[src/rtl/wb_regfile.sv]
// Writeback register file: commits execute-stage results to a 16 x 32-bit
// register array or to the program counter. Long-multiply results are split
// into two consecutive register writes by a two-state sequencer. Two
// combinational read ports with write-first bypass feed operand selection.
module wb_regfile #(
    parameter int DATA_W = 32,
    parameter int ADDR_W = 4,
    parameter int PC_W   = 16
) (
    input  logic              clk,
    input  logic              rst,
    input  logic              wb_valid,
    output logic              wb_ready,
    input  logic [1:0]        wb_sel,
    input  logic [ADDR_W-1:0] wb_rd,
    input  logic [ADDR_W-1:0] wb_rd_hi,
    input  logic [DATA_W-1:0] wb_data,
    input  logic [DATA_W-1:0] wb_data_hi,
    input  logic              pc_advance,
    input  logic [ADDR_W-1:0] rn_addr,
    input  logic [ADDR_W-1:0] rs_addr,
    output logic [DATA_W-1:0] rn_data,
    output logic [DATA_W-1:0] rs_data,
    output logic [PC_W-1:0]   pc_out,
    output logic              busy,
    output logic              illegal_sel
);

    localparam int NREGS = 1 << ADDR_W;

    localparam logic [1:0] SEL_ALU  = 2'b00;
    localparam logic [1:0] SEL_LMUL = 2'b01;
    localparam logic [1:0] SEL_JUMP = 2'b10;
    localparam logic [1:0] SEL_ILL  = 2'b11;

    typedef enum logic {
        IDLE  = 1'b0,
        WR_HI = 1'b1
    } state_t;

    state_t              state_q;
    state_t              state_d;
    logic                accept;
    logic [DATA_W-1:0]   regs [NREGS];
    logic [DATA_W-1:0]   hi_data_p1;
    logic [ADDR_W-1:0]   hi_rd_p1;
    logic                wr_en;
    logic [ADDR_W-1:0]   wr_addr;
    logic [DATA_W-1:0]   wr_data;
    logic [PC_W-1:0]     pc_q;
    logic                illegal_q;

    // Sequencer state register
    always_ff @(posedge clk) begin
        if (rst) begin
            state_q <= IDLE;
        end else begin
            state_q <= state_d;
        end
    end

    // Next-state, handshake and the single register write port selection
    always_comb begin
        state_d  = state_q;
        wb_ready = 1'b0;
        busy     = 1'b0;
        accept   = 1'b0;
        wr_en    = 1'b0;
        wr_addr  = wb_rd;
        wr_data  = wb_data;
        case (state_q)
            IDLE: begin
                wb_ready = 1'b1;
                accept   = wb_valid;
                if (wb_valid && (wb_sel == SEL_ALU || wb_sel == SEL_LMUL)) begin
                    wr_en = 1'b1;
                end
                if (wb_valid && wb_sel == SEL_LMUL) begin
                    state_d = WR_HI;
                end
            end
            WR_HI: begin
                // Requests are ignored here; the hi half owns the write port.
                busy    = 1'b1;
                wr_en   = 1'b1;
                wr_addr = hi_rd_p1;
                wr_data = hi_data_p1;
                state_d = IDLE;
            end
            default: begin
                state_d = IDLE;
            end
        endcase
    end

    // Register array write; reset clears every entry
    always_ff @(posedge clk) begin
        if (rst) begin
            for (int i = 0; i < NREGS; i++) begin
                regs[i] <= '0;
            end
        end else if (wr_en) begin
            regs[wr_addr] <= wr_data;
        end
    end

    // Latch the hi half of a long multiply for the following cycle
    always_ff @(posedge clk) begin
        if (rst) begin
            hi_data_p1 <= '0;
            hi_rd_p1   <= '0;
        end else if (accept && wb_sel == SEL_LMUL) begin
            hi_data_p1 <= wb_data_hi;
            hi_rd_p1   <= wb_rd_hi;
        end
    end

    // Program counter: an accepted jump takes priority over advancing
    always_ff @(posedge clk) begin
        if (rst) begin
            pc_q <= '0;
        end else if (accept && wb_sel == SEL_JUMP) begin
            pc_q <= wb_data[PC_W-1:0];
        end else if (pc_advance) begin
            pc_q <= pc_q + {{(PC_W-1){1'b0}}, 1'b1};
        end
    end

    // One-cycle flag following an accepted illegal selector
    always_ff @(posedge clk) begin
        if (rst) begin
            illegal_q <= 1'b0;
        end else begin
            illegal_q <= accept && (wb_sel == SEL_ILL);
        end
    end

    // Read ports return the data being committed this edge when addresses match
    always_comb begin
        rn_data = regs[rn_addr];
        rs_data = regs[rs_addr];
        if (wr_en && wr_addr == rn_addr) begin
            rn_data = wr_data;
        end
        if (wr_en && wr_addr == rs_addr) begin
            rs_data = wr_data;
        end
    end

    assign pc_out      = pc_q;
    assign illegal_sel = illegal_q;

endmodule

[config.mk]
export PLATFORM = sky130hd
export DESIGN_NAME = wb_regfile
export DESIGN_NICKNAME = d
export VERILOG_FILES = /design/src/rtl/wb_regfile.sv
export SDC_FILE = /design/constraint.sdc
export NUM_CORES = 1
export LEC_CHECK = 0
export ABC_AREA = 0
export BUFFER_PORTS_ARGS = -buffer_cell sky130_fd_sc_hd__buf_2
export CAP_MARGIN = 30
export CORE_UTILIZATION = 50
export CTS_BUF_LIST = sky130_fd_sc_hd__clkbuf_4 sky130_fd_sc_hd__clkbuf_8
export DETAILED_ROUTE_END_ITERATION = 10
export GPL_TIMING_DRIVEN = 1
export PLACE_DENSITY = 0.77
export SLEW_MARGIN = 20
export SYNTH_ARGS = -nofsm -noshare
export SYNTH_HDL_FRONTEND = slang
export SYNTH_SLANG_ARGS = --single-unit
[constraint.sdc]
create_clock -name clk -period 7 [get_ports clk]
set_input_delay 1.4 -clock clk [delete_from_list [all_inputs] [get_ports clk]]
set_output_delay 1.4 -clock clk [all_outputs]
set_load 0.02 [all_outputs]
### Word level (Yosys, flattened, before mapping)

Memories as Yosys holds them, arrays and structs flattened.
Index checks and enable logic that the tools add are counted.

* flip-flop bits (word level): 54
* memories: 1
* output and inout bits: 83
* bits in writable memories: 512

* multiplexer cells: 21
* reduce and logical (&&, ||, !) cells: 11
* bitwise logic cells: 1
* add/sub/neg operators: 1
* equality and inequality tests: 5

Memories
* regs: depth 16, bits a word 32, rd ports 2, clocked after Yosys merged registers in 0, write ports 16, line 44 `logic [DATA_W-1:0] regs [NREGS];`

Operators with widths (number)
* 32-bit 2-to-1 mux: 4
* 16-bit 2-to-1 mux: 2
* 32-bit OR reduction: 1
* 16-bit by 1-bit adder with 16-bit output (second input constant): 1
* 1-bit 2-to-1 mux: 11
* 4-bit equality test: 2
* 4-bit 2-to-1 mux: 2
* 1-bit logical AND: 7
* 2-bit equality test (second input constant): 2
* 1-bit case mux with 2 select lines: 2
* 2-bit by 1-bit equality test with 1-bit output (second input constant): 1
* 2-bit zero test: 1
* 2-bit nonzero test: 1
* 1-bit logical OR: 1
* 1-bit NOT: 1

### Longest topological paths before layout

Gate-level depths: netlist (run 1).

* depth in word-level cells: 10
* depth in mapped cells: 8
* mapped depth without buffers: 5

### Worst setup path before layout (run 1)

No wires, ideal clock.

* path kind: input-to-output
* from: input port rn_addr[0]
* to: output port rn_data[12]
* required time: 5600 ps
* arrival time: 2945 ps
* stages on the path: 6
* slack: 2655 ps
* cell sequence: buf_2 buf_2 mux4_2 a22o_1 nor2_1 mux2i_1

* cells in the longest elaborated chain, start to end: 3

RTL lines
* from (decl): line 20 `input logic [ADDR_W-1:0] rn_addr,`
* parallel branches: the longest is 2 deep, another holds memory 16 x 32 bit
* 32-bit 2-to-1 mux (*): line 142 `if (wr_en && wr_addr == rn_addr) begin`
* to (decl): line 22 `output logic [DATA_W-1:0] rn_data,`

Every way passes the cells marked *.

### Final worst setup path (run 1)

* from: input port rs_addr[0]
* to: output port rs_data[15]

* cells in the longest elaborated chain, start to end: 3

RTL lines
* from (decl): line 21 `input logic [ADDR_W-1:0] rs_addr,`
* parallel branches: the longest is 2 deep, another holds memory 16 x 32 bit
* 32-bit 2-to-1 mux (*): line 145 `if (wr_en && wr_addr == rs_addr) begin`
* to (decl): line 23 `output logic [DATA_W-1:0] rs_data,`

Marks and branches as above.

==> results of run 1 <==
==> sequential cells by signal, summed over array words and instances, names as in the netlist <==
| name | flops |
|---|---|
| illegal_sel | 1 |
| regs | 512 |
| hi_rd_p1 | 4 |
| pc_out | 16 |
| state_q | 1 |
| hi_data_p1 | 32 |
==> per-stage QoR <==
stage / cell area (um^2) / hold WS [ns] / power, uW / std cells / worst slack [ns]
floorplan: 28900 / 0.436 / 4520 / 2088 / 2.66
global placement: 30700 / 0.442 / 4830 / 2906 / 1.55
detailed placement: 30700 / 0.446 / 4860 / 2909 / 1.67
CTS: 32700 / 0.455 / 7830 / 3086 / 1.66
global route: 32700 / 0.471 / 8030 / 3089 / 1.56
finish: 32700 / 0.454 / 7830 / 3090 / 1.65
==> synth_stat cells (3+ instances only) <==
cell type / n / area [um^2]
sky130_fd_sc_hd__nand2_2: 8 / 50.1
sky130_fd_sc_hd__a21oi_1: 36 / 180
sky130_fd_sc_hd__buf_6: 12 / 135
sky130_fd_sc_hd__or3_1: 6 / 37.5
sky130_fd_sc_hd__buf_1: 5 / 18.8
sky130_fd_sc_hd__a211oi_1: 11 / 82.6
sky130_fd_sc_hd__nand3_1: 5 / 25.0
sky130_fd_sc_hd__nand2_1: 85 / 319
sky130_fd_sc_hd__nand4_1: 9 / 56.3
sky130_fd_sc_hd__nand3b_1: 3 / 22.5
sky130_fd_sc_hd__nand2b_1: 18 / 113
sky130_fd_sc_hd__dfxtp_1: 54 / 1080
sky130_fd_sc_hd__a22o_1: 130 / 1140
sky130_fd_sc_hd__clkbuf_1: 115 / 432
sky130_fd_sc_hd__nor2_1: 586 / 2200
sky130_fd_sc_hd__a311oi_1: 5 / 43.8
sky130_fd_sc_hd__edfxtp_1: 512 / 15400
sky130_fd_sc_hd__o21ai_0: 5 / 25.0
sky130_fd_sc_hd__xnor2_1: 8 / 70.1
sky130_fd_sc_hd__xor2_1: 12 / 105
sky130_fd_sc_hd__buf_2: 67 / 335
sky130_fd_sc_hd__mux2i_1: 100 / 1000
sky130_fd_sc_hd__mux4_2: 256 / 5770
sky130_fd_sc_hd__nor2b_1: 4 / 25.0
sky130_fd_sc_hd__and2_1: 4 / 25.0
sky130_fd_sc_hd__inv_1: 3 / 11.3
sky130_fd_sc_hd__nor2_2: 10 / 62.6
==> cell usage in the layout, fill, tap and decap left out, drive strengths merged, types with 7 or more instances in the layout <==
| cell type | count |
|---|---|
| clkinv | 32 |
| o21ai | 7 |
| a22o | 130 |
| clkbuf | 140 |
| nand2 | 93 |
| xnor2 | 8 |
| xor2 | 12 |
| nand4 | 9 |
| buf | 264 |
| nand2b | 18 |
| mux2i | 100 |
| a21oi | 36 |
| dfxtp | 54 |
| mux4 | 256 |
| nor2 | 596 |
| edfxtp | 512 |
| a211oi | 15 |
==> power by group through the flow <==
| stage | Combinational, uW | Clock [uW] | Sequential [uW] |
|---|---|---|---|
| 6_report | 947 | 3020 | 3870 |
| 5_1_grt | 986 | 3170 | 3880 |
| 4_1_cts | 935 | 3030 | 3860 |
| 3_5_place_dp | 931 | 0 | 3930 |
| 3_3_place_gp | 915 | 0 | 3920 |
| 2_1_floorplan | 602 | 0 | 3910 |
==> final timing paths <==
| path | startpoint | slack [ns] | cells past startpoint | endpoint |
|---|---|---|---|---|
| worst min register to register | hi_data_p1[3] | 0.45 | 2 | hi_data_p1[3] |
| worst min-delay path | hi_data_p1[3] | 0.45 | 2 | hi_data_p1[3] |
| worst max register to register | state_q | 3.26 | 7 | regs[12][1] |
| worst max-delay path | rs_addr[0] | 1.65 | 7 | rs_data[15] |
==> cell families (layout without fill, tap and decap cells) <==
kind of cell	Yosys count	count (layout)	synth area share (%)
XOR/XNOR	20	20	0.605
flip-flops	566	566	56.9
buffers and inverters	203	446	3.25
adder cells (fa/ha/maj)	1	1	0.0432
AO/OA/AOI/OAI	195	195	5.43
other	0	3	0
multiplexers	357	357	23.4
AND/OR/NAND/NOR	746	746	10.4
==> routing by layer <==
layer / GRT usage [%] / share of wire (%)
met1: 39.4 / 35
met2: 46.6 / 46
met3: 7.34 / 14
met4: 15.7 / 5.2
met5: 0 / 0.010
==> cell type report <==
type,count,area share [%]
sequential,566,50.3
multi-input combinational,1319,35.7
clock buffer,138,5.14
timing repair buffer,266,5.12
tap,756,2.89
clock inverter,39,0.750
inverter,3,0.0344
antenna,3,0.0230
==> worst max-delay path, cell delays in order <==
cell,delay [ns]
sky130_fd_sc_hd__clkbuf_8,0.53
sky130_fd_sc_hd__buf_4,0.50
sky130_fd_sc_hd__mux4_2,0.58
sky130_fd_sc_hd__a22o_1,0.24
sky130_fd_sc_hd__nor2_1,0.26
sky130_fd_sc_hd__mux2i_1,0.17
sky130_fd_sc_hd__buf_2,0.19
==> results.md, run 1 <==
* Run status: finished clean
* All-Layer GR Usage at 30.0%
* Die height at 243 um
* Syn Std Cell Area at 28900 um^2
* RSZ-0062 raised after global routing: no
* Total setup buffers inserted after CTS at 0
* Hold crit path type: flip-flop to flip-flop
* Tmin final at 5.35 ns
* Number of antenna violations at the first check in global routing at 4
* Number of clock sinks at 566
* Vias/cell at 6.67
* First-pass GRT wire length at 130000 um
* Number of top-level pins at 169
* Number of routed nets with antenna violations at 0
* Drt first-iter violations at 2874
* Share of power burned in registers at 49.4%
* Clk network pwr share at 38.5%
* Worst Skew at 0.0448 ns
* Total Die Area at 58800 um^2
* Slew at the pin with the worst max-slew slack at 0.944 ns
* Required time at the endpoint of the critical path at 5.60 ns
* Warning count from the yosys run at 0
* Sequential standard cell area at 16500 um^2
* Switching share of power at 26.0%
* Post-synthesis net count at 2175
* Switch Pwr at 2040 uW
* Static leakage at 0.0125 uW
* Sum of negative setup slack at 0 ns
* Post-synthesis sequential element count at 566
* Number of library cell types mapped by synthesis at 40
* Pin count of the biggest net entering global routing at 73
* Routed wire length at 88400 um
* Net count reported at finish at 2338
* TritonRoute pass-1 iters at 6
* Setup-failing EPs final at 0
* Max VDD drop at 158 uV
* Max_cap viols at 0
* CTS tree: done
* Grt total ovfl at 0
* Area growth from synthesis to layout at 13.0%
* Post-route fraction of the period consumed by the critical path at 76.5%
* Number of buffers created by CTS at 95
* Number of buffers added on ports at 168
* Maximum net fanout on the critical path at 50
* Post-DP HPWL at 51400 um
* Data arrival time of the critical path at 3.95 ns
* Cells after synthesis at 2088
* Placeable Area at 56800 um^2
* Maximum level of the CTS H-tree at 3
* Via count of the first global-routing pass at 21200
* Number of hold-slack violations in the final timing report at 0
* Row Count at 87
* Post-detailed-route DRC marker count at 0
* Clock-pin slew on the worst setup and hold paths at 0.06 ns
* Worst-Skew Late Latency at 0.72 ns
* CP Launch Type: input pin
* Worst Path Class, Setup: input pin to output port
* Starting utilization of the core area at 50.9%
* Comb power frac at 12.1%
* Asr flop ratio synth at 0%
* Upper clock frequency limit at 187 MHz
* Category of the worst setup path capture point: output port
* Routed wire length per instance at 28.6 um
* Top_reg_cell synth: sky130_fd_sc_hd__edfxtp_1
* Vias at 20600
* Areal power density over the cells at 239 nW/um^2
* Number of hold buffers added after CTS at 0
* Maximum count of clock buffers along a single path at 3
* Layout cells sized above 1 at 31.6%
* GPL Wtd Cong at 0.829
* Horiz. Die Dim at 243 um
* Combined area of the multi-input logic cells at 11700 um^2
* Filler Cell Count at 4394
* Number of synthesized flops with an enable pin at 512
* Fin. max-slew vios at 0
* Int Power at 5790 uW
* Sequential share of the synthesized area at 56.9%
* Number of gates resized after cts at 0
* Core utilization of the finished layout at 57.6%
* Max-Slew Margin vs Limit at 37.1%
* Buffer cell driving the clock tree root: sky130_fd_sc_hd__clkbuf_8
* Avg Synthesized Cell Area at 13.9 um^2
No activity file was read; power rests on OpenSTA's default activity.
==> run 2: changes to the inputs <==
Settings changed: PLACE_DENSITY 0.77 to 0.8.
Clock period 7 ns to 4.75 ns, I/O delays scaled along.
==> results.md, run 2 (synthesized netlist as in run 1, its figures left out) <==
* CP Launch Type: flip-flop
* GR met3 Demand/Resource at 7.74%
* Row Count at 87
* Setup-failing EPs final at 0
* Number of clock sinks at 566
* Max_cap viols at 0
* Vias/cell at 6.69
* Hold-critical path depth at 2
* Worst-Skew Late Latency at 0.72 ns
* Area growth from synthesis to layout at 14.3%
* Met1 usage in global routing at 38.5%
* Post-Place Cell Area at 31100 um^2
* Slew at the pin with the worst max-slew slack at 0.986 ns
* Starting utilization of the core area at 50.9%
* Number of hold buffers added after CTS at 0
* Layout Cells excl Fill at 3108
* Largest reg by FF count: regs
* Routed wire length per instance at 28.9 um
* Layout cells sized above 1 at 31.9%
* Total Die Area at 58800 um^2
* Buffer cell driving the clock tree root: sky130_fd_sc_hd__clkbuf_8
* Grt total ovfl at 0
* RSZ-0062 raised after global routing: no
* Placeable Area at 56800 um^2
* CTS tree: done
* Number of top-level pins at 169
* Run status: finished clean
* Hold crit path type: flip-flop to flip-flop
* Inst Count DP at 2934
* Max-Slew Margin vs Limit at 34.2%
* Number of routed nets with antenna violations at 0
* Cell area after layout at 33100 um^2
* Worst Path Class, Setup: flip-flop to output port
* Max VDD drop at 227 uV
* Post-route fraction of the period consumed by the critical path at 94.5%
* Required time at the endpoint of the critical path at 3.80 ns
* Maximum count of clock buffers along a single path at 3
* Critical Path End: rn_data[15]
* Data arrival time of the critical path at 3.54 ns
* Reg-to-reg startpoint: state_q
* Fin. max-slew vios at 0
* Net count reported at finish at 2362
* Worst setup timing slack at the placement stage at 0.356 ns
* Sum of negative setup slack at 0 ns
* Post-detailed-route DRC marker count at 0
* All-Layer GR Usage at 30.2%
* Via count of the first global-routing pass at 21300
* Top library cells by usage in the layout, fill and taps aside: sky130_fd_sc_hd__nor2_1, sky130_fd_sc_hd__edfxtp_1, sky130_fd_sc_hd__mux4_2
* Upper clock frequency limit at 223 MHz
* Tmin final at 4.49 ns
* Routed wire length at 89700 um
* Drt first-iter violations at 3409
* Horiz. Die Dim at 243 um
* TritonRoute pass-1 iters at 7
* Number of hold-slack violations in the final timing report at 0
* Worst Skew at 0.0362 ns
* Pin count of the biggest net entering global routing at 86
* Worst reg2reg setup slack at 1.42 ns
* Met2 routing resource usage after global routing at 47.6%
* Post-DP HPWL at 54300 um
* Most used routing layer: met2
* R2r endpoint: regs[0][24]
* GPL Wtd Cong at 0.851
* Areal power density over the cells at 351 nW/um^2
* Static leakage at 0.0127 uW
* Die height at 243 um
* Vias at 20800
* Worst Reg-to-Reg Cells at 6
* Number of buffers added on ports at 168
* Number of antenna violations at the first check in global routing at 5
* Commonest non-fill, non-tap cell in the layout: sky130_fd_sc_hd__nor2_1
* Maximum level of the CTS H-tree at 3
* Category of the worst setup path capture point: output port
* First-pass GRT wire length at 131000 um
* Clock-pin slew on the worst setup and hold paths at 0.07 ns
* Launching instance or port of the critical path: state_q
* Min setup slack post-route at 0.261 ns
* Number of buffers created by CTS at 92
* Maximum net fanout on the critical path at 27
* Number of flip-flops in the largest register at 512
-- run 2: per-layer routing --
| metal | up-vias | part of all wire (%) | wire length (um) |
|---|---|---|---|
| met1 | 10200 | 33 | 29300 |
| met3 | 367 | 15 | 13800 |
| met4 | 0 | 5.4 | 4830 |
| met5 | - | 0 | 0 |
| met2 | 1979 | 47 | 41800 |
| li1 | 8311 | - | - |
-- run 2: area by class of cell --
cell class | instances | area (um^2)
flip-flops and latches | 566 | 16500
multi-input cells | 1319 | 11700
fillers | 4260 | 23700
repair buffers | 293 | 2100
clock inverters | 45 | 397
inverters | 3 | 11.3
diodes | 4 | 10.0
clock buffers | 122 | 1500
well taps | 756 | 946
-- run 2: how the worst min path moves through the flow --
| stage | slack, ns | endpoint | start |
|---|---|---|---|
| 2_1_floorplan | 0.44 | hi_data_p1[0] | hi_data_p1[0] |
| 3_3_place_gp | 0.44 | hi_data_p1[20] | hi_data_p1[20] |
| 3_5_place_dp | 0.45 | hi_data_p1[9] | hi_data_p1[9] |
| 4_1_cts | 0.43 | hi_data_p1[29] | wb_data_hi[29] |
| 5_1_grt | 0.47 | hi_data_p1[29] | wb_data_hi[29] |
| 6_report | 0.45 | hi_data_p1[9] | hi_data_p1[9] |
-- run 2: where the power goes --
group / internal, uW / switching, uW / total (uW)
Sequential: 5600 / 102 / 5700
Combinational: 580 / 865 / 1440
Clock: 2400 / 2060 / 4470
Total: 8580 / 3030 / 11600
-- run 2: per-stage QoR --
stage                     hold WS (ns)  power (uW)  util (%)
final                            0.451       11600      58.2
after global routing             0.473       11900      58.2
after CTS                        0.434       11600      58.1
after detailed placement         0.448        7210      54.8
after global placement           0.441        7160      54.7
after floorplan                  0.436        6660         -
-- run 2: repair_timing --
item,in CTS,in global routing
resized for setup,0,0
setup endpoints to repair,17,0
setup buffers,2,0
-- run 2: worst max-delay path, cell delays in order (launching register included) --
cell                      delay, ns
sky130_fd_sc_hd__dfxtp_4       0.69
sky130_fd_sc_hd__mux2i_1       0.50
sky130_fd_sc_hd__xor2_1        0.20
sky130_fd_sc_hd__nand4_1       0.49
sky130_fd_sc_hd__mux2i_1       0.66
sky130_fd_sc_hd__buf_2         0.28
